**src/rtl/alarm_pkg.sv**
```systemverilog
// Shared types and helpers for the multi-channel sensor alarm.
//   ch_state_e : per-channel alarm FSM state
//   cnt_width  : width of a counter that must hold values 0..x-1 (never below 1 bit)
package alarm_pkg;

  typedef enum logic [2:0] {
    StIdle,
    StDebounce,
    StAlarm,
    StHold,
    StSilenced
  } ch_state_e;

  function automatic int unsigned cnt_width(input int unsigned x);
    int unsigned w;
    w = $clog2(x);
    return (w < 1) ? 1 : w;
  endfunction

endpackage

```
**src/rtl/multi_sensor_alarm_if.sv**
```systemverilog
// Sensor/buzzer bundle for multi_sensor_alarm.
//   master : controller side (drives enable, pulse_mode, sensor, ack; observes status)
//   slave  : alarm block side (samples controls, drives buzzer and status)
interface multi_sensor_alarm_if
  import alarm_pkg::*;
#(
  parameter int unsigned NUM_CH = 3
);

  localparam int unsigned CntW = cnt_width(NUM_CH + 1);

  logic              enable;
  logic              pulse_mode;
  logic [NUM_CH-1:0] sensor;
  logic [NUM_CH-1:0] ack;
  logic [NUM_CH-1:0] buzzer;
  logic [NUM_CH-1:0] alarm_active;
  logic              any_alarm;
  logic [CntW-1:0]   alarm_count;

  modport master (
    output enable, pulse_mode, sensor, ack,
    input  buzzer, alarm_active, any_alarm, alarm_count
  );

  modport slave (
    input  enable, pulse_mode, sensor, ack,
    output buzzer, alarm_active, any_alarm, alarm_count
  );

endinterface

```
**src/rtl/alarm_channel.sv**
```systemverilog
// One sensor/buzzer channel: debounce, alarm with optional beep pattern, post-release hold,
// and acknowledge/silence.
//   clk_i, rst_ni  : clock, asynchronous active-low reset
//   enable_i       : 0 forces the channel to idle at the next edge
//   pulse_mode_i   : 0 = continuous buzzer, 1 = beep pattern
//   sensor_i/ack_i : channel sensor input and acknowledge request
//   buzzer_o       : registered buzzer drive
//   active_o       : registered, 1 while in alarm or hold
module alarm_channel
  import alarm_pkg::*;
#(
  parameter int unsigned DEBOUNCE_CYCLES = 4,
  parameter int unsigned BEEP_HALF       = 2,
  parameter int unsigned HOLD_CYCLES     = 8
) (
  input  logic clk_i,
  input  logic rst_ni,
  input  logic enable_i,
  input  logic pulse_mode_i,
  input  logic sensor_i,
  input  logic ack_i,
  output logic buzzer_o,
  output logic active_o
);

  localparam int unsigned DebW  = cnt_width(DEBOUNCE_CYCLES);
  localparam int unsigned BeepW = cnt_width(BEEP_HALF);
  localparam int unsigned HoldW = cnt_width(HOLD_CYCLES);

  localparam logic [DebW-1:0]  DebLast  = DebW'(DEBOUNCE_CYCLES - 1);
  localparam logic [BeepW-1:0] BeepLast = BeepW'(BEEP_HALF - 1);
  localparam logic [HoldW-1:0] HoldLast = HoldW'(HOLD_CYCLES - 1);

  ch_state_e        state_q, state_d;
  logic [DebW-1:0]  deb_cnt_q, deb_cnt_d;
  logic [BeepW-1:0] beep_cnt_q, beep_cnt_d;
  logic [HoldW-1:0] hold_cnt_q, hold_cnt_d;
  logic             phase_q, phase_d;
  logic             buzzer_q, buzzer_d;
  logic             active_q, active_d;

  always_ff @(posedge clk_i or negedge rst_ni) begin
    if (!rst_ni) begin
      state_q    <= StIdle;
      deb_cnt_q  <= '0;
      beep_cnt_q <= '0;
      hold_cnt_q <= '0;
      phase_q    <= 1'b0;
      buzzer_q   <= 1'b0;
      active_q   <= 1'b0;
    end else begin
      state_q    <= state_d;
      deb_cnt_q  <= deb_cnt_d;
      beep_cnt_q <= beep_cnt_d;
      hold_cnt_q <= hold_cnt_d;
      phase_q    <= phase_d;
      buzzer_q   <= buzzer_d;
      active_q   <= active_d;
    end
  end

  always_comb begin
    state_d    = state_q;
    deb_cnt_d  = deb_cnt_q;
    beep_cnt_d = beep_cnt_q;
    hold_cnt_d = hold_cnt_q;
    phase_d    = phase_q;

    // The beep pattern free-runs through alarm and hold so a re-trigger does not restart it.
    if ((state_q == StAlarm) || (state_q == StHold)) begin
      if (beep_cnt_q == BeepLast) begin
        beep_cnt_d = '0;
        phase_d    = ~phase_q;
      end else begin
        beep_cnt_d = beep_cnt_q + BeepW'(1);
      end
    end

    if (!enable_i) begin
      state_d    = StIdle;
      deb_cnt_d  = '0;
      beep_cnt_d = '0;
      hold_cnt_d = '0;
      phase_d    = 1'b0;
    end else begin
      case (state_q)
        StIdle: begin
          if (sensor_i) begin
            state_d   = StDebounce;
            deb_cnt_d = '0;
          end
        end
        StDebounce: begin
          if (!sensor_i) begin
            state_d = StIdle;
          end else if (deb_cnt_q == DebLast) begin
            state_d    = StAlarm;
            beep_cnt_d = '0;
            phase_d    = 1'b1;
          end else begin
            deb_cnt_d = deb_cnt_q + DebW'(1);
          end
        end
        StAlarm: begin
          if (ack_i) begin
            state_d = StSilenced;
          end else if (!sensor_i) begin
            state_d    = StHold;
            hold_cnt_d = '0;
          end
        end
        StHold: begin
          if (ack_i) begin
            state_d = StIdle;
          end else if (sensor_i) begin
            state_d = StAlarm;
          end else if (hold_cnt_q == HoldLast) begin
            state_d = StIdle;
          end else begin
            hold_cnt_d = hold_cnt_q + HoldW'(1);
          end
        end
        StSilenced: begin
          if (!sensor_i) begin
            state_d = StIdle;
          end
        end
        default: state_d = StIdle;
      endcase
    end
  end

  // Outputs are registered from the next state so they line up with the state they describe.
  always_comb begin
    active_d = (state_d == StAlarm) || (state_d == StHold);
    buzzer_d = active_d & (pulse_mode_i ? phase_d : 1'b1);
  end

  assign buzzer_o = buzzer_q;
  assign active_o = active_q;

endmodule

```
**src/rtl/multi_sensor_alarm.sv**
```systemverilog
// N-channel sensor alarm: one independent alarm_channel per sensor/buzzer pair, plus
// aggregate status for a status LED (any_alarm) and a count display (alarm_count).
//   clk   : system clock
//   reset : asynchronous active-low reset
//   bus   : sensor/buzzer bundle (slave side)
module multi_sensor_alarm
  import alarm_pkg::*;
#(
  parameter int unsigned NUM_CH          = 3,
  parameter int unsigned DEBOUNCE_CYCLES = 4,
  parameter int unsigned BEEP_HALF       = 2,
  parameter int unsigned HOLD_CYCLES     = 8
) (
  input  logic                clk,
  input  logic                reset,
  multi_sensor_alarm_if.slave bus
);

  localparam int unsigned CntW = cnt_width(NUM_CH + 1);

  logic [NUM_CH-1:0] buzzer_w;
  logic [NUM_CH-1:0] active_w;
  logic [CntW-1:0]   count_w;

  for (genvar i = 0; i < NUM_CH; i++) begin : g_ch
    alarm_channel #(
      .DEBOUNCE_CYCLES(DEBOUNCE_CYCLES),
      .BEEP_HALF      (BEEP_HALF),
      .HOLD_CYCLES    (HOLD_CYCLES)
    ) u_ch (
      .clk_i       (clk),
      .rst_ni      (reset),
      .enable_i    (bus.enable),
      .pulse_mode_i(bus.pulse_mode),
      .sensor_i    (bus.sensor[i]),
      .ack_i       (bus.ack[i]),
      .buzzer_o    (buzzer_w[i]),
      .active_o    (active_w[i])
    );
  end

  always_comb begin
    count_w = '0;
    for (int unsigned i = 0; i < NUM_CH; i++) begin
      count_w = count_w + CntW'(active_w[i]);
    end
  end

  assign bus.buzzer       = buzzer_w;
  assign bus.alarm_active = active_w;
  assign bus.any_alarm    = |active_w;
  assign bus.alarm_count  = count_w;

endmodule

```
**src/flat_wrapper.sv**
```systemverilog
// flat-port wrapper written by rule: the top's interface ports become plain ports
module multi_sensor_alarm_flat import alarm_pkg::*;
#(
  parameter int unsigned NUM_CH          = 3,
  parameter int unsigned DEBOUNCE_CYCLES = 4,
  parameter int unsigned BEEP_HALF       = 2,
  parameter int unsigned HOLD_CYCLES     = 8
)
  (clk, reset, bus_enable, bus_pulse_mode, bus_sensor, bus_ack, bus_buzzer, bus_alarm_active, bus_any_alarm, bus_alarm_count);
  multi_sensor_alarm_if #(.NUM_CH(NUM_CH)) bus_i ();
  input  logic clk;
  input  logic reset;
  input wire logic [$bits(bus_i.enable)-1:0] bus_enable;
  input wire logic [$bits(bus_i.pulse_mode)-1:0] bus_pulse_mode;
  input wire logic [$bits(bus_i.sensor)-1:0] bus_sensor;
  input wire logic [$bits(bus_i.ack)-1:0] bus_ack;
  output wire logic [$bits(bus_i.buzzer)-1:0] bus_buzzer;
  output wire logic [$bits(bus_i.alarm_active)-1:0] bus_alarm_active;
  output wire logic [$bits(bus_i.any_alarm)-1:0] bus_any_alarm;
  output wire logic [$bits(bus_i.alarm_count)-1:0] bus_alarm_count;
  assign bus_i.enable = bus_enable;
  assign bus_i.pulse_mode = bus_pulse_mode;
  assign bus_i.sensor = bus_sensor;
  assign bus_i.ack = bus_ack;
  assign bus_buzzer = bus_i.buzzer;
  assign bus_alarm_active = bus_i.alarm_active;
  assign bus_any_alarm = bus_i.any_alarm;
  assign bus_alarm_count = bus_i.alarm_count;
  multi_sensor_alarm #(.NUM_CH(NUM_CH), .DEBOUNCE_CYCLES(DEBOUNCE_CYCLES), .BEEP_HALF(BEEP_HALF), .HOLD_CYCLES(HOLD_CYCLES)) u_core (.clk(clk), .reset(reset), .bus(bus_i));
endmodule
```
**config.mk**
```make
export PLATFORM = sky130hd
export DESIGN_NAME = multi_sensor_alarm_flat
export DESIGN_NICKNAME = d
export VERILOG_FILES = /design/src/rtl/alarm_pkg.sv /design/src/rtl/multi_sensor_alarm_if.sv /design/src/rtl/alarm_channel.sv /design/src/rtl/multi_sensor_alarm.sv /design/src/flat_wrapper.sv
export SDC_FILE = /design/constraint.sdc
export NUM_CORES = 1
export LEC_CHECK = 0
export BUFFER_PORTS_ARGS = -buffer_cell sky130_fd_sc_hd__buf_2
export CORE_MARGIN = 2
export CORE_UTILIZATION = 45
export CTS_CLUSTER_SIZE = 30
export DETAILED_ROUTE_END_ITERATION = 6
export PLACE_DENSITY_LB_ADDON = 0.1
export SLEW_MARGIN = 20
export SYNTH_ARGS = -nofsm -noshare
export SYNTH_HDL_FRONTEND = slang
export SYNTH_SLANG_ARGS = --single-unit
```
**constraint.sdc**
```tcl
create_clock -name clk -period 1.35 [get_ports clk]
set_input_delay 0.0675 -clock clk [delete_from_list [all_inputs] [get_ports clk]]
set_output_delay 0.0675 -clock clk [all_outputs]
set_load 0.03 [all_outputs]
```
# Word-level counts from Yosys, hierarchy flattened
# Cells that the tools add are included.
[classes]
n_eq_ne = 54
bitwise = 6
n_mux = 108
addsub = 11
n_reduce_logical = 16
[op_table]
columns = ["op", "n"]
rows = [
  ["3-bit 2-to-1 mux", 48],
  ["3-bit inequality test, second input constant", 24],
  ["3-bit one-hot mux with 5 select lines", 3],
  ["1-bit 2-to-1 mux", 39],
  ["3-bit by 2-bit == test with 1-bit output, second input constant", 12],
  ["2-bit 2-to-1 mux", 12],
  ["3-bit == test, second input constant", 6],
  ["3-bit by 1-bit inequality test with 1-bit output, second input constant", 6],
  ["3-bit one-hot mux with 2 select lines", 3],
  ["6-bit AND reduction", 3],
  ["2-bit one-hot mux with 2 select lines", 3],
  ["4-bit AND reduction", 3],
  ["3-bit by 1-bit adder with 3-bit output, second input constant", 3],
  ["3-bit by 1-bit == test with 1-bit output, second input constant", 3],
  ["3-bit zero test", 3],
  ["2-bit by 1-bit adder with 2-bit output, second input constant", 3],
  ["2-bit == test, second input constant", 3],
  ["1-bit logical OR", 6],
  ["1-bit adder, second input constant", 3],
  ["1-bit bitwise AND", 3],
  ["1-bit NOT", 3],
  ["3-bit OR reduction", 1],
  ["1-bit by 1-bit adder with 2-bit output", 1],
  ["2-bit by 1-bit adder with 2-bit output", 1],
]
[word_totals]
regBits = 36
in_bits = 10

# Depth between registers and ports, before layout
[logic_depth]
ltp_word = 9
ltp_mapped = 5
mapped_depth_nobuf = 5

# Modules after synthesis
# A second synthesis with hierarchy kept.
[unflattened]
cells_unflattened = 197
area_unflattened_um2 = 1978.1
[by_module_without_submodules]
columns = ["module", "area_per_inst_um2", "seq_area_each_um2", "n_inst", "cells_each"]
rows = [
  ["alarm_channel at u_core.g_ch[1].u_ch ...", 654.4, 300.3, 2, 65],
  ["alarm_channel at u_core.g_ch[0].u_ch", 643.1, 300.3, 1, 65],
  ["multi_sensor_alarm", 26.3, 0.0, 1, 2],
]

# Worst setup path after synthesis
# OpenSTA, ideal clock, no wires.
[synth_timing]
kind = "reg2reg"
startpoint = "register u_core.g_ch[2].u_ch.hold_cnt_q[0]"
endpoint = "register u_core.g_ch[2].u_ch.hold_cnt_q[1]"
setup_slack_ns = 0.010
path_buffers = 0
arrival_time_ns = 1.262
required_time_ns = 1.272
path_stages_with_launch = 6
setup_ns = 0.078
path_cell_list = "dfrtp_1 ha_1 ha_1 nor3b_1 nand3_1 a21oi_1"
[synth_between]
elab_chain_cells = 6
elab_cells_between_ends = 9
cone_classes = "add/sub: 1; eq/ne: 2; mux: 5; reduce/logical: 1"
[synth_rtl]
columns = ["element", "line", "text"]
rows = [
  ["from (decl)", "alarm_channel.sv:37", "logic [HoldW-1:0] hold_cnt_q, hold_cnt_d;"],
  ["from (signal assigned)", "alarm_channel.sv:55", "hold_cnt_q <= hold_cnt_d;"],
  ["3-bit by 1-bit adder with 3-bit output", "alarm_channel.sv:120", "hold_cnt_d = hold_cnt_q + HoldW'(1);"],
  ["3-bit 2-to-1 mux", "alarm_channel.sv:117", "end else if (hold_cnt_q == HoldLast) begin"],
  ["3-bit 2-to-1 mux", "alarm_channel.sv:115", "end else if (sensor_i) begin"],
  ["3-bit 2-to-1 mux", "alarm_channel.sv:113", "if (ack_i) begin"],
  ["3-bit one-hot mux with 2 select lines", "alarm_channel.sv:86", "case (state_q)"],
  ["3-bit 2-to-1 mux", "alarm_channel.sv:79", "if (!enable_i) begin"],
]
# Several ways; a longest one is shown, not always the timed one. The select of a mux whose other input is x is not followed.
# A chain may end at the register's enable or synchronous reset.

# Worst setup path in the final report
[layout_timing]
startpoint = "register u_core.g_ch[2].u_ch.active_q"
endpoint = "output port bus_alarm_count[0]"
[layout_between]
elab_chain_cells = 1
[layout_rtl]
columns = ["element", "line", "text"]
rows = [
  ["from (decl)", "alarm_channel.sv:40", "logic active_q, active_d;"],
  ["from (signal assigned)", "alarm_channel.sv:58", "active_q <= active_d;"],
  ["2-bit by 1-bit adder with 2-bit output", "multi_sensor_alarm.sv:45", "count_w = count_w + CntW'(active_w[i]);"],
  ["to (decl)", "flat_wrapper.sv:20", "output wire logic [$bits(bus_i.alarm_count)-1:0] bus_alarm_count;"],
]
# Every way passes these cells.

==> metrics.txt <==
# TYPE chip_impl_metric gauge
chip_impl_info{name="outcome",value="finished, violations left"} 1
chip_impl_info{name="violations",value="setup timing"} 1
chip_impl_metric{name="critPathArrivalTime",unit="ns"} 1.38
chip_impl_metric{name="finalNonFillerCells",unit=""} 293
chip_impl_metric{name="synth_sequential_area_ratio",unit="%"} 44.7
chip_impl_metric{name="cp_max_fo",unit=""} 2
chip_impl_info{name="synth-main-ff-cell",value="dfrtp_1"} 1
chip_impl_metric{name="row_cnt",unit=""} 24
chip_impl_info{name="hold_path_startpoint",value="bus_ack[2]"} 1
chip_impl_metric{name="report.power.total",unit="mW"} 2.18
chip_impl_info{name="cp_cell_instances",value="fa_1 -> buf_6"} 1
chip_impl_metric{name="ys_async_sr_fraction",unit="%"} 100
chip_impl_metric{name="timing.final.ws_setup",unit="ns"} -0.0942
chip_impl_metric{name="detail_route.wirelength",unit="um"} 4450
chip_impl_metric{name="chipWidth",unit="um"} 70.9
chip_impl_metric{name="vias_per_cell",unit=""} 5.64
chip_impl_metric{name="synthToLayoutAreaGrowth",unit="%"} 26.9
chip_impl_metric{name="post_synth_instance_area",unit="um^2"} 2010
chip_impl_metric{name="routed_wire_length_per_instance",unit="um"} 15.2
chip_impl_info{name="tritoncts",value="yes"} 1
chip_impl_metric{name="num-fill-cells",unit=""} 381
chip_impl_metric{name="clock-skew-final",unit="ns"} 0.00954
chip_impl_metric{name="grt_pass1_wl",unit="um"} 7410
chip_impl_metric{name="synth_cell_types",unit=""} 45
chip_impl_metric{name="nNetsFinal",unit=""} 260
chip_impl_metric{name="worst_case_clock_buffer_depth",unit=""} 2
chip_impl_info{name="critical_path_type",value="flop to primary output"} 1
chip_impl_info{name="hold_end",value="u_core.g_ch[2].u_ch.hold_cnt_q[1]"} 1
chip_impl_metric{name="placeableCoreArea",unit="um^2"} 4320
chip_impl_metric{name="gr-usage-all-layers",unit="%"} 18.8
chip_impl_info{name="min-delay-path-class",value="primary input to flop"} 1
chip_impl_metric{name="antenna_violating_nets_post_route",unit=""} 0
chip_impl_metric{name="max_cap_viol_count",unit=""} 0
chip_impl_metric{name="insertedDiodeCount",unit=""} 0
chip_impl_metric{name="pwr_density_cell",unit="nW/um^2"} 854
chip_impl_metric{name="grt-ovfl-total",unit=""} 0
chip_impl_metric{name="reg2reg_depth",unit=""} 5
chip_impl_metric{name="antenna_violations_before_repair",unit=""} 0
chip_impl_metric{name="finalMaxSlewViolations",unit=""} 0
chip_impl_metric{name="number_of_remaining_drc_errors",unit=""} 0
chip_impl_metric{name="cts.reportedPaths.clkPinSlew",unit="ns"} 0.07
chip_impl_metric{name="timing.slew.headroom",unit="%"} 68.5
chip_impl_metric{name="yosys_warnings",unit=""} 0
chip_impl_metric{name="largest_net_degree_at_the_start_of_global_routing",unit=""} 21
chip_impl_metric{name="worst_ir_drop_vdd",unit="mV"} 0.442
chip_impl_metric{name="min_delay_path_depth",unit=""} 4
chip_impl_info{name="r2r_end",value="u_core.g_ch[2].u_ch.hold_cnt_q[2]"} 1
chip_impl_metric{name="floorplan.die_area",unit="um^2"} 5020
chip_impl_metric{name="drive_above_1_share",unit="%"} 32.8
chip_impl_metric{name="clk-insertion-delay-late",unit="ns"} 0.29
chip_impl_info{name="reg2reg_from",value="u_core.g_ch[2].u_ch.hold_cnt_q[1]"} 1
chip_impl_metric{name="multiInputGateArea",unit="um^2"} 1140
chip_impl_metric{name="min_period_over_period",unit="%"} 107
chip_impl_metric{name="syn_nets",unit=""} 219
chip_impl_metric{name="tightestPinTransition",unit="ns"} 0.473
chip_impl_metric{name="dpl_worst_slack",unit="ns"} -0.131
chip_impl_metric{name="crit_required",unit="ns"} 1.28
chip_impl_metric{name="synthesis.area_per_instance",unit="um^2"} 10.1
chip_impl_metric{name="r2r_setup_slack",unit="ns"} 0.02
chip_impl_metric{name="dr.pass1.iters",unit=""} 4
chip_impl_metric{name="tritoncts_num_sinks",unit=""} 36
chip_impl_info{name="root_buffer_cell",value="clkbuf_8"} 1
chip_impl_metric{name="cts.htree.levels",unit=""} 2
chip_impl_metric{name="detailroute.via_count",unit=""} 1652
chip_impl_metric{name="final.min_clock_period",unit="ns"} 1.44
chip_impl_metric{name="initial_core_util",unit="%"} 46.6
chip_impl_metric{name="cts-buffers-inserted",unit=""} 5
chip_impl_metric{name="drt_iter0_drc",unit=""} 119
chip_impl_metric{name="detailedPlacementHpwl",unit="um"} 3110
chip_impl_metric{name="place.port_buffers",unit=""} 18
chip_impl_metric{name="syn-instance-count",unit=""} 199
chip_impl_metric{name="die_y",unit="um"} 70.9
chip_impl_metric{name="placed_cell_count",unit=""} 274
chip_impl_metric{name="synth.ff_latch_count",unit=""} 36
chip_impl_metric{name="static-leakage-power",unit="nW"} 1.19
chip_impl_metric{name="io_pins",unit=""} 19
chip_impl_info{name="crit_path_end_kind",value="primary output"} 1
chip_impl_info{name="timing.critical_path.from_type",value="flop"} 1
chip_impl_metric{name="gp_congestion",unit=""} 0.819
chip_impl_metric{name="layout.area.seq",unit="um^2"} 903
chip_impl_metric{name="grt_pass1_vias",unit=""} 1668
chip_impl_metric{name="clock.fmax",unit="MHz"} 692
chip_impl_info{name="setup_repair_after_global_routing_missed_its_margin",value="true"} 1
chip_impl_metric{name="final_hold_viol_count",unit=""} 0
chip_impl_metric{name="finalSetupViolCount",unit=""} 3
chip_impl_metric{name="cp_slowest_stage_delay",unit="ns"} 0.56
chip_impl_info{name="timing.critical_path.slowest_stage_cell",value="fa_1"} 1
chip_impl_metric{name="synth-edff-count",unit=""} 0
-- registers in the layout, summed over array words and instances, names as in the netlist --
| name | flops |
|---|---|
| u_core.g_ch.u_ch.beep_cnt_q | 3 |
| u_core.g_ch.u_ch.phase_q | 3 |
| u_core.g_ch.u_ch.deb_cnt_q | 6 |
| u_core.g_ch.u_ch.hold_cnt_q | 9 |
| u_core.g_ch.u_ch.state_q | 9 |
| u_core.g_ch.u_ch.buzzer_o | 3 |
| u_core.g_ch.u_ch.active_o | 3 |
-- where the power goes --
group | total [mW] | switching, mW | internal [mW]
logic | 0.161 | 0.0932 | 0.0678
registers | 1.10 | 0.0136 | 1.09
clock network | 0.920 | 0.372 | 0.548
total | 2.18 | 0.479 | 1.70
-- per-layer routing --
metal	track usage, %	part of all wire (%)	up-vias	routed length, um
met3	3.56	3.1	6	138
met2	32.1	52	33	2320
li1	-	-	813	-
met4	7.55	1.1	0	51
met5	0	0	-	0
met1	23.5	44	800	1940
-- timing repair --
action	4_1_cts	5_1_grt
gates resized for setup	11	24
endpoints found under the setup margin	14	27
hold buffers	1	0
setup buffers	5	5
pin swaps	5	15
endpoints found under the hold margin	16	0
-- cell usage after synthesis, drive strengths merged, types with 2 or more instances --
cell / number / area share (%)
ha: 9 / 5.6
o221ai: 2 / 0.87
and2: 2 / 0.62
a31oi: 4 / 1.2
nand2b: 4 / 1.2
a2bb2oi: 2 / 0.87
nand3b: 5 / 1.9
clkbuf: 2 / 0.37
a22oi: 3 / 1.1
nor4b: 3 / 3.1
nand3: 9 / 2.2
dfrtp: 36 / 45
and3: 3 / 0.93
o21ai: 11 / 2.7
xor2: 9 / 3.9
and3b: 2 / 0.87
or3b: 3 / 1.3
a21boi: 2 / 0.75
nor3b: 7 / 3.1
nand4: 6 / 1.9
o22ai: 3 / 0.93
nor2b: 5 / 1.6
a21oi: 24 / 6.0
buf: 9 / 2.9
nor2: 4 / 0.75
nand2: 13 / 2.4
nor3: 3 / 0.75
inv: 3 / 0.56
-- cell families (layout without fill, tap and decap cells) --
family                     after synthesis  after routing  synth area share [%]
DFF                                     36             36                  44.7
and+or+nand+nor                         72             72                  23.9
adders and majority gates               10             10                  6.59
AOI/OAI and AO/OA                       57             57                  16.8
buffers and inverters                   15             57                  4.04
xor gates and xnor gates                 9              9                  3.92
-- critical path, delay by kind of cell (launching register included) --
kind	cells	cell delay, ns
adders and majority gates	1	0.56
DFF	1	0.40
buffers and inverters	1	0.13
-- placed cells by master, fill, tap and decap left out, types with 4 or more instances in the layout --
cell / instances
dfrtp_1: 34
buf_4: 25
a21oi_1: 22
buf_2: 15
nand2_1: 13
xor2_1: 9
nand3_1: 8
o21ai_1: 6
nand4_1: 6
nor2b_1: 5
nand3b_1: 5
ha_2: 5
clkbuf_8: 5
o21ai_0: 4
nor2_1: 4
nand2b_1: 4
a31oi_1: 4
-- worst max path at each step --
| stage | depth (start not counted) | slack [ns] | startpoint | to |
|---|---|---|---|---|
| floorplan | 5 | 0.01 | u_core.g_ch[2].u_ch.hold_cnt_q[0] | u_core.g_ch[2].u_ch.hold_cnt_q[1] |
| global placement | 5 | -0.03 | u_core.g_ch[2].u_ch.hold_cnt_q[0] | u_core.g_ch[2].u_ch.hold_cnt_q[1] |
| detailed placement | 5 | -0.13 | u_core.g_ch[2].u_ch.hold_cnt_q[0] | u_core.g_ch[2].u_ch.hold_cnt_q[2] |
| CTS | 2 | -0.1 | u_core.g_ch[2].u_ch.active_o | bus_alarm_count[0] |
| global route | 2 | -0.14 | u_core.g_ch[2].u_ch.active_o | bus_alarm_count[0] |
| finish | 2 | -0.09 | u_core.g_ch[2].u_ch.active_o | bus_alarm_count[0] |
-- through the flow --
step	hold WS [ns]	instance area (um^2)	util (%)	setup TNS (ns)
after CTS	0.113	2430	56.2	-0.127
final	0.118	2550	59.1	-0.101
after detailed placement	0.0435	2230	51.7	-0.408
after global placement	0.0355	2230	51.7	-0.0680
after floorplan	-0.228	2010	-	0
after global routing	0.135	2550	59.1	-0.407
-- final cells by class --
type | instances | share of cell area (%)
Clock buffer | 6 | 2.84
Clock inverter | 2 | 1.37
Inverter | 4 | 0.588
Multi-Input combinational cell | 148 | 44.5
Sequential cell | 36 | 35.4
Tap cell | 52 | 2.55
Timing Repair Buffer | 45 | 12.8
(Power assumes the default switching activity.)
